`src/rtl/ofdm_tx_input_buffer_pp_if.sv`:
```
// Bus bundle for the OFDM Tx ping-pong input buffer: AXI4-Lite slave
// channels from the PS interconnect plus the AXI4-Stream output toward
// the modulator. The "slave" modport is the buffer's own view; "master"
// is the view of whatever drives the CPU side and sinks the stream.
interface ofdm_tx_input_buffer_pp_if #(
  parameter int DATA_WIDTH = 32,
  parameter int ADDR_WIDTH = 8
);
  logic [ADDR_WIDTH-1:0]   s_axi_awaddr;
  logic                    s_axi_awvalid;
  logic                    s_axi_awready;
  logic [DATA_WIDTH-1:0]   s_axi_wdata;
  logic [DATA_WIDTH/8-1:0] s_axi_wstrb;
  logic                    s_axi_wvalid;
  logic                    s_axi_wready;
  logic [1:0]              s_axi_bresp;
  logic                    s_axi_bvalid;
  logic                    s_axi_bready;
  logic [ADDR_WIDTH-1:0]   s_axi_araddr;
  logic                    s_axi_arvalid;
  logic                    s_axi_arready;
  logic [DATA_WIDTH-1:0]   s_axi_rdata;
  logic [1:0]              s_axi_rresp;
  logic                    s_axi_rvalid;
  logic                    s_axi_rready;
  logic [DATA_WIDTH-1:0]   m_axis_tdata;
  logic                    m_axis_tvalid;
  logic                    m_axis_tready;
  logic                    m_axis_tlast;

  modport slave (
    input  s_axi_awaddr, s_axi_awvalid, s_axi_wdata, s_axi_wstrb, s_axi_wvalid,
           s_axi_bready, s_axi_araddr, s_axi_arvalid, s_axi_rready, m_axis_tready,
    output s_axi_awready, s_axi_wready, s_axi_bresp, s_axi_bvalid, s_axi_arready,
           s_axi_rdata, s_axi_rresp, s_axi_rvalid, m_axis_tdata, m_axis_tvalid,
           m_axis_tlast
  );

  modport master (
    output s_axi_awaddr, s_axi_awvalid, s_axi_wdata, s_axi_wstrb, s_axi_wvalid,
           s_axi_bready, s_axi_araddr, s_axi_arvalid, s_axi_rready, m_axis_tready,
    input  s_axi_awready, s_axi_wready, s_axi_bresp, s_axi_bvalid, s_axi_arready,
           s_axi_rdata, s_axi_rresp, s_axi_rvalid, m_axis_tdata, m_axis_tvalid,
           m_axis_tlast
  );
endinterface

```
`src/rtl/ofdm_tx_input_buffer_pp.sv`:
```
// OFDM Tx ping-pong input buffer. The CPU fills one bank of N words over
// AXI4-Lite; writing word N-1 commits the bank and flips the writer to the
// other bank. Committed banks are streamed out on AXI4-Stream in commit
// order, back-to-back when both are full. Writes to a still-full fill bank
// are dropped and flagged through a sticky overflow bit.
module ofdm_tx_input_buffer_pp #(
  parameter int DATA_WIDTH       = 32,
  parameter int ADDR_WIDTH       = 8,
  parameter int WORDS_PER_SYMBOL = 7
) (
  input  logic                    aclk,
  input  logic                    areset,
  ofdm_tx_input_buffer_pp_if.slave bus
);
  localparam int N  = WORDS_PER_SYMBOL;
  localparam int IW = ADDR_WIDTH - 2;
  localparam int MW = (N > 1) ? $clog2(N) : 1;
  localparam int SW = DATA_WIDTH / 8;
  localparam logic [IW-1:0] LAST_IDX = IW'(N - 1);
  localparam logic [IW-1:0] CTRL_IDX = '1;
  localparam logic [MW-1:0] LAST_RD  = MW'(N - 1);

  typedef enum logic {S_IDLE, S_STREAM} state_t;
  state_t state, state_nxt;

  logic [DATA_WIDTH-1:0] mem [2][N];
  logic [1:0]            bank_full, bank_full_nxt;
  logic                  fill_bank, drain_bank, overflow;
  logic [7:0]            sym_cnt;
  logic [MW-1:0]         rd_idx;
  logic                  bvalid_q, rvalid_q;
  logic [1:0]            bresp_q;
  logic [DATA_WIDTH-1:0] rdata_q;

  logic [IW-1:0] wr_idx, ar_idx;
  logic [MW-1:0] wr_widx;
  logic          wr_acc, ar_acc, wr_data, wr_ovf, wr_mem, commit, ctrl_clr;
  logic          streaming, beat, last_beat;
  logic [15:0]   status16;
  logic          unused_ok;

  assign wr_idx  = bus.s_axi_awaddr[ADDR_WIDTH-1:2];
  assign ar_idx  = bus.s_axi_araddr[ADDR_WIDTH-1:2];
  assign wr_widx = wr_idx[MW-1:0];

  // One write and one read outstanding at a time; ready is offered in the
  // same cycle the request is seen so acceptance is a single-cycle pulse.
  assign wr_acc   = bus.s_axi_awvalid & bus.s_axi_wvalid & ~bvalid_q & ~areset;
  assign ar_acc   = bus.s_axi_arvalid & ~rvalid_q & ~areset;
  assign wr_data  = wr_idx <= LAST_IDX;
  assign wr_ovf   = wr_acc & wr_data & bank_full[fill_bank];
  assign wr_mem   = wr_acc & wr_data & ~bank_full[fill_bank];
  assign commit   = wr_mem & (wr_idx == LAST_IDX);
  // bit1 (abandon partial fill) needs no action: the partially written
  // words are simply overwritten or left stale until the next commit.
  assign ctrl_clr = wr_acc & (wr_idx == CTRL_IDX) & bus.s_axi_wstrb[0] & bus.s_axi_wdata[0];

  assign streaming = (state == S_STREAM);
  assign beat      = streaming & bus.m_axis_tready;
  assign last_beat = beat & (rd_idx == LAST_RD);

  assign status16  = {sym_cnt, 3'b000, overflow, drain_bank, fill_bank, bank_full};
  assign unused_ok = ^{bus.s_axi_awaddr[1:0], bus.s_axi_araddr[1:0]};

  assign bus.s_axi_awready = wr_acc;
  assign bus.s_axi_wready  = wr_acc;
  assign bus.s_axi_bvalid  = bvalid_q;
  assign bus.s_axi_bresp   = bresp_q;
  assign bus.s_axi_arready = ar_acc;
  assign bus.s_axi_rvalid  = rvalid_q;
  assign bus.s_axi_rdata   = rdata_q;
  assign bus.s_axi_rresp   = 2'b00;
  assign bus.m_axis_tvalid = streaming;
  assign bus.m_axis_tdata  = streaming ? mem[drain_bank][rd_idx] : '0;
  assign bus.m_axis_tlast  = streaming & (rd_idx == LAST_RD);

  // Commit and last-beat drain touch different banks, so both apply.
  always_comb begin
    bank_full_nxt = bank_full;
    if (commit)    bank_full_nxt[fill_bank]  = 1'b1;
    if (last_beat) bank_full_nxt[drain_bank] = 1'b0;
  end

  // Next-state uses the post-edge full flags so a commit starts the stream
  // one cycle later and a full partner bank follows with no bubble.
  always_comb begin
    state_nxt = state;
    case (state)
      S_IDLE:   if (bank_full_nxt[drain_bank]) state_nxt = S_STREAM;
      S_STREAM: if (last_beat && !bank_full_nxt[~drain_bank]) state_nxt = S_IDLE;
      default:  state_nxt = S_IDLE;
    endcase
  end

  // Stream FSM state register.
  always_ff @(posedge aclk or posedge areset) begin
    if (areset) state <= S_IDLE;
    else        state <= state_nxt;
  end

  // Bank bookkeeping, drain pointer, symbol counter and overflow sticky.
  always_ff @(posedge aclk or posedge areset) begin
    if (areset) begin
      bank_full  <= '0;
      fill_bank  <= 1'b0;
      drain_bank <= 1'b0;
      rd_idx     <= '0;
      overflow   <= 1'b0;
      sym_cnt    <= '0;
    end else begin
      bank_full <= bank_full_nxt;
      if (commit) begin
        fill_bank <= ~fill_bank;
        sym_cnt   <= sym_cnt + 8'd1;
      end
      if (beat)      rd_idx <= last_beat ? '0 : rd_idx + MW'(1);
      if (last_beat) drain_bank <= ~drain_bank;
      if (wr_ovf)        overflow <= 1'b1;
      else if (ctrl_clr) overflow <= 1'b0;
    end
  end

  // Write response: SLVERR only for a data write dropped on a full bank.
  always_ff @(posedge aclk or posedge areset) begin
    if (areset) begin
      bvalid_q <= 1'b0;
      bresp_q  <= 2'b00;
    end else if (wr_acc) begin
      bvalid_q <= 1'b1;
      bresp_q  <= wr_ovf ? 2'b10 : 2'b00;
    end else if (bus.s_axi_bready) begin
      bvalid_q <= 1'b0;
    end
  end

  // Read response: only STATUS returns content; everything else reads 0.
  always_ff @(posedge aclk or posedge areset) begin
    if (areset) begin
      rvalid_q <= 1'b0;
      rdata_q  <= '0;
    end else if (ar_acc) begin
      rvalid_q <= 1'b1;
      rdata_q  <= (ar_idx == CTRL_IDX) ? DATA_WIDTH'(status16) : '0;
    end else if (bus.s_axi_rready) begin
      rvalid_q <= 1'b0;
    end
  end

  // Symbol storage with byte-lane writes; contents survive reset.
  always_ff @(posedge aclk) begin
    if (wr_mem) begin
      for (int b = 0; b < SW; b++)
        if (bus.s_axi_wstrb[b]) mem[fill_bank][wr_widx][b*8 +: 8] <= bus.s_axi_wdata[b*8 +: 8];
    end
  end
endmodule

```
`src/flat_wrapper.sv`:
```
// flat-port wrapper written by rule: the top's interface ports become plain ports
module ofdm_tx_input_buffer_pp_flat 
#(
  parameter int DATA_WIDTH       = 32,
  parameter int ADDR_WIDTH       = 8,
  parameter int WORDS_PER_SYMBOL = 7
)
  (aclk, areset, bus_s_axi_awaddr, bus_s_axi_awvalid, bus_s_axi_wdata, bus_s_axi_wstrb, bus_s_axi_wvalid, bus_s_axi_bready, bus_s_axi_araddr, bus_s_axi_arvalid, bus_s_axi_rready, bus_m_axis_tready, bus_s_axi_awready, bus_s_axi_wready, bus_s_axi_bresp, bus_s_axi_bvalid, bus_s_axi_arready, bus_s_axi_rdata, bus_s_axi_rresp, bus_s_axi_rvalid, bus_m_axis_tdata, bus_m_axis_tvalid, bus_m_axis_tlast);
  ofdm_tx_input_buffer_pp_if #(.DATA_WIDTH(DATA_WIDTH), .ADDR_WIDTH(ADDR_WIDTH)) bus_i ();
  input  logic aclk;
  input  logic areset;
  input wire logic [$bits(bus_i.s_axi_awaddr)-1:0] bus_s_axi_awaddr;
  input wire logic [$bits(bus_i.s_axi_awvalid)-1:0] bus_s_axi_awvalid;
  input wire logic [$bits(bus_i.s_axi_wdata)-1:0] bus_s_axi_wdata;
  input wire logic [$bits(bus_i.s_axi_wstrb)-1:0] bus_s_axi_wstrb;
  input wire logic [$bits(bus_i.s_axi_wvalid)-1:0] bus_s_axi_wvalid;
  input wire logic [$bits(bus_i.s_axi_bready)-1:0] bus_s_axi_bready;
  input wire logic [$bits(bus_i.s_axi_araddr)-1:0] bus_s_axi_araddr;
  input wire logic [$bits(bus_i.s_axi_arvalid)-1:0] bus_s_axi_arvalid;
  input wire logic [$bits(bus_i.s_axi_rready)-1:0] bus_s_axi_rready;
  input wire logic [$bits(bus_i.m_axis_tready)-1:0] bus_m_axis_tready;
  output wire logic [$bits(bus_i.s_axi_awready)-1:0] bus_s_axi_awready;
  output wire logic [$bits(bus_i.s_axi_wready)-1:0] bus_s_axi_wready;
  output wire logic [$bits(bus_i.s_axi_bresp)-1:0] bus_s_axi_bresp;
  output wire logic [$bits(bus_i.s_axi_bvalid)-1:0] bus_s_axi_bvalid;
  output wire logic [$bits(bus_i.s_axi_arready)-1:0] bus_s_axi_arready;
  output wire logic [$bits(bus_i.s_axi_rdata)-1:0] bus_s_axi_rdata;
  output wire logic [$bits(bus_i.s_axi_rresp)-1:0] bus_s_axi_rresp;
  output wire logic [$bits(bus_i.s_axi_rvalid)-1:0] bus_s_axi_rvalid;
  output wire logic [$bits(bus_i.m_axis_tdata)-1:0] bus_m_axis_tdata;
  output wire logic [$bits(bus_i.m_axis_tvalid)-1:0] bus_m_axis_tvalid;
  output wire logic [$bits(bus_i.m_axis_tlast)-1:0] bus_m_axis_tlast;
  assign bus_i.s_axi_awaddr = bus_s_axi_awaddr;
  assign bus_i.s_axi_awvalid = bus_s_axi_awvalid;
  assign bus_i.s_axi_wdata = bus_s_axi_wdata;
  assign bus_i.s_axi_wstrb = bus_s_axi_wstrb;
  assign bus_i.s_axi_wvalid = bus_s_axi_wvalid;
  assign bus_i.s_axi_bready = bus_s_axi_bready;
  assign bus_i.s_axi_araddr = bus_s_axi_araddr;
  assign bus_i.s_axi_arvalid = bus_s_axi_arvalid;
  assign bus_i.s_axi_rready = bus_s_axi_rready;
  assign bus_i.m_axis_tready = bus_m_axis_tready;
  assign bus_s_axi_awready = bus_i.s_axi_awready;
  assign bus_s_axi_wready = bus_i.s_axi_wready;
  assign bus_s_axi_bresp = bus_i.s_axi_bresp;
  assign bus_s_axi_bvalid = bus_i.s_axi_bvalid;
  assign bus_s_axi_arready = bus_i.s_axi_arready;
  assign bus_s_axi_rdata = bus_i.s_axi_rdata;
  assign bus_s_axi_rresp = bus_i.s_axi_rresp;
  assign bus_s_axi_rvalid = bus_i.s_axi_rvalid;
  assign bus_m_axis_tdata = bus_i.m_axis_tdata;
  assign bus_m_axis_tvalid = bus_i.m_axis_tvalid;
  assign bus_m_axis_tlast = bus_i.m_axis_tlast;
  ofdm_tx_input_buffer_pp #(.DATA_WIDTH(DATA_WIDTH), .ADDR_WIDTH(ADDR_WIDTH), .WORDS_PER_SYMBOL(WORDS_PER_SYMBOL)) u_core (.aclk(aclk), .areset(areset), .bus(bus_i));
endmodule
```
`config.mk`:
```
export PLATFORM = sky130hd
export DESIGN_NAME = ofdm_tx_input_buffer_pp_flat
export DESIGN_NICKNAME = d
export VERILOG_FILES = /design/src/rtl/ofdm_tx_input_buffer_pp_if.sv /design/src/rtl/ofdm_tx_input_buffer_pp.sv /design/src/flat_wrapper.sv
export SDC_FILE = /design/constraint.sdc
export NUM_CORES = 1
export LEC_CHECK = 0
export ABC_AREA = 1
export CORE_MARGIN = 3
export CORE_UTILIZATION = 30
export CTS_BUF_LIST = sky130_fd_sc_hd__clkbuf_8
export DETAILED_ROUTE_END_ITERATION = 6
export PLACE_DENSITY = 0.48
export SLEW_MARGIN = 20
export SYNTH_ARGS = -nofsm -noshare
export SYNTH_HDL_FRONTEND = slang
export SYNTH_SLANG_ARGS = --single-unit
```
`constraint.sdc`:
```
create_clock -name aclk -period 2.8 [get_ports aclk]
set_input_delay 0.7 -clock aclk [delete_from_list [all_inputs] [get_ports aclk]]
set_output_delay 0.7 -clock aclk [all_outputs]
set_load 0.02 [all_outputs]
```
==> results of run 1 <==
## stage by stage
step | setup slack, ps | util | setup TNS, ps
finish | -419.4 | 0.4052 | -10440
global route | -509.6 | 0.4052 | -14570
CTS | -446.8 | 0.3940 | -13000
floorplan | -43.18 | - | -5526
detailed placement | -319.4 | 0.3567 | -4404
global placement | -295.3 | 0.3567 | -3715
## final timing paths
path	to	cells past startpoint	start	slack, ps
max	bus_m_axis_tdata[27]	10	u_core.drain_bank$_DFFE_PP0P_	-420
min in group asynchronous	u_core.bus.s_axi_bvalid$_DFFE_PP0P_	3	areset	560
min reg2reg	u_core.bus.s_axi_rdata[12]$_DFFE_PP0P_	2	u_core.bus.s_axi_rdata[12]$_DFFE_PP0P_	490
min	u_core.bus.s_axi_rdata[12]$_DFFE_PP0P_	2	u_core.bus.s_axi_rdata[12]$_DFFE_PP0P_	490
max reg2reg	u_core.mem[1][85]$_DFFE_PP_	5	u_core.fill_bank$_DFFE_PP0N_	620
max in group asynchronous	u_core.rd_idx[0]$_DFFE_PP0P_	3	areset	1900
## worst min-delay path, delay by kind of cell, from the launching register on
kind / cells / cell delay, ps
flops: 1 / 340
simple gates: 1 / 60
compound gates: 1 / 60
## power breakdown
group          switching, mW  internal [mW]  total, mW
Clock                   2.80           3.00       5.79
Combinational           6.64           5.48       12.1
Sequential            0.0878           7.93       8.02
Total                   9.52           16.4       25.9
## registers in the layout, indices dropped and copies added, names as in the netlist, 2 cells and up
signal                  flops
u_core.bank_full            2
u_core.rd_idx               3
u_core.sym_cnt              8
u_core.bus.s_axi_rdata     13
u_core.mem                448
## layout make-up
cell class	count	area (µm²)	area share
clock buffers	85	1170	0.04430
multi-input cells	984	5288	0.2002
flip-flops and latches	481	14290	0.5411
well taps	855	1070	0.04051
inverters	31	155.1	0.005875
repair inverters	2	36.28	0.001374
repair buffers	321	4095	0.1551
clock inverters	56	299.0	0.01132
diodes	2	5.005	0.0001895
## routing by layer
layer,vias up,track usage
li1,6418,-
met1,6714,0.2282
met2,350,0.2708
met3,90,0.03511
met4,4,0.04801
met5,-,0
## cells by family (layout without fill, tap and decap cells)
group	after synthesis	after routing	share of synthesized area
and+or+nand+nor	538	538	0.1210
DFF	481	481	0.7149
AOI/OAI and AO/OA	413	413	0.1141
buffers and inverters	161	495	0.04454
xor gates and xnor gates	8	8	0.003508
adders and majority gates	3	3	0.001879
other	1	24	0.0001877
## placed cells by master (no fill, tap or decap), types with 48 or more instances in the layout
cell / n
o21ai_0: 137
o21ai_1: 97
edfxtp_1: 448
clkdlybuf4s50_1: 72
buf_4: 114
clkbuf_8: 85
buf_12: 61
o22ai_1: 55
nand2_1: 161
nor2_1: 229
nor3_2: 48
## repair_timing
item	in CTS	in global routing
setup buffers	19	18
pin swaps	41	70
gates resized for setup	271	139
hold endpoints to repair	0	0
endpoints found under the setup margin	36	33
gates cloned	17	8
==> summary.txt, run 1 <==
Outcome
  – Status: complete, but fails checks
  – Failing checks: setup timing

Timing
  – Final Hold Vio Count: 0
  – Fmax: 310.6 MHz
  – Final min period: 3219 ps
  – Final setup margin: -419.4 ps
  – Worst clock skew: 24.36 ps
  – Slew margin rel.: 0.6073
  – Final Max Slew Viols: 0
  – RSZ-0062 raised after global routing: true
  – Setup violation total in the final timing report: 32
  – Hold slack: 488.8 ps
  – Final period util: 1.150
  – Worst Max-Slew Pin Slew: 587.3 ps

Setup path
  – CP dominant cell by count: buf_12
  – CP max stage cell: dfrtp_4
  – Worst path required time: 2100 ps
  – Worst Path Arrival: 2520 ps
  – CP Class: flop to output port
  – Crit-path cells: buf_12 > clkinv_16 > buf_12 > buf_16 > buf_4 > o21ai_1 > a21oi_1 > o21ai_2 > nor2_2 > buf_6
  – Crit-path leading delay family: buffers and inverters
  – Critical path peak fanout: 6
  – Buf/Inv on CP: 6
  – Critical Path Source Type: flop
  – CP peak stage delay: 440 ps
  – Worst setup EP type: output port

Logic synthesis
  – Post-synth top flop: edfxtp_1
  – Post-synth EDFFs: 448
  – Mapped cell area: 0.01997 mm²
  – Asr flop ratio synth: 0.06861
  – Library cells used by synthesis: 40
  – Top cell type's share of synthesized area: 0.6735
  – Top cells by area, synth: edfxtp_1 67%, nor2_1 5.0%, o21ai_0 5.0%
  – Yosys reg bits: 481
  – Sequential fraction of the synthesis area: 0.7149
  – Yosys warnings: 0
  – Syn avg cell area: 12.44 µm²
  – Most frequent cells after synthesis: 448 x edfxtp_1, 264 x nor2_1, 198 x o21ai_0
  – Syn Inst Count: 1605
  – Top-count cell post-synth: edfxtp_1
  – Synth area leader: edfxtp_1

Clock tree
  – Worst-path clk slew: 50 ps
  – Cts bufs inserted: 83
  – Clock root cell: clkbuf_8
  – CTS Hold Bufs: 0
  – CTS max path bufs: 3
  – Clk_lat worst skew: 670 ps
  – CTS tree: done
  – H-tree depth: 3
  – # clock sinks: 481

Placement
  – Hpwl dp: 34380 µm
  – Placed Area: 0.02324 mm²
  – Final GP Congestion: 0.7607
  – Placed insts: 2618
  – Port-buffer cells: 108

Pwr
  – LEAKAGE: 9.278 nW
  – Pwr dens: 981.8 mW/mm²
  – Power Total: 25.93 mW
  – Worst vdd ir: 560.3 µV

Route
  – Via count: 13580
  – Vias/cell: 4.819
  – Met3 wire len: 3087 µm
  – Uppermost routed layer: met5
  – Starting DRT DRC Count: 936
  – DRC Markers: 0
  – Routed wire length: 60170 µm
  – First-pass iteration count of the detailed router: 5
  – M1 WL: 27170 µm
  – Met2 WL: 28570 µm
  – Wirelength per Cell: 21.36 µm
  – Post-DRT Antenna Nets: 0

Hold path
  – Hold Path Class: flop to flop

Global route
  – Number of global-route vias before repair: 13440
  – GRT Total Usage: 0.1675
  – Largest net degree at the start of global routing: 40
  – Initial antenna violation count: 3
  – Grt ovf: 0
  – First-pass GRT wire length: 87710 µm

Finish
  – Post-Layout Cell Count: 2817
  – Fillers: 6154
  – Share of cells above drive strength 1: 0.2577
  – Layout Nets: 1967
  – Area delta synth->final: 32.20%
  – Final instance area: 0.02641 mm²

Die
  – FP Rows: 93
  – Core area: 0.06516 mm²
  – Initial core utilization: 0.3065
  – Die ar.: 0.06971 mm²
  – Die H: 264.0 µm
  – # IOs: 135
  – Die width: 264.0 µm

Job
  – Maxcap violations: 0
(Power assumes the default switching activity.)
==> run 2: changes to the inputs <==
--- a/config.mk
+++ b/config.mk
@@ -10,6 +10,7 @@
 export CORE_UTILIZATION = 30
 export CTS_BUF_LIST = sky130_fd_sc_hd__clkbuf_8
 export DETAILED_ROUTE_END_ITERATION = 6
+export HOLD_SLACK_MARGIN = 0.05
 export PLACE_DENSITY = 0.48
 export SLEW_MARGIN = 20
 export SYNTH_ARGS = -nofsm -noshare
==> results of run 2 <==
No change in the layout: final DEF, timing and power equal those of run 1.
==> run 3: changes to the inputs <==
--- a/config.mk
+++ b/config.mk
@@ -10,6 +10,7 @@
 export CORE_UTILIZATION = 30
 export CTS_BUF_LIST = sky130_fd_sc_hd__clkbuf_8
 export DETAILED_ROUTE_END_ITERATION = 6
+export GPL_ROUTABILITY_DRIVEN = 0
 export HOLD_SLACK_MARGIN = 0.05
 export PLACE_DENSITY = 0.48
 export SLEW_MARGIN = 20
==> results of run 3 <==
No change in the layout: final DEF, timing and power equal those of run 1.
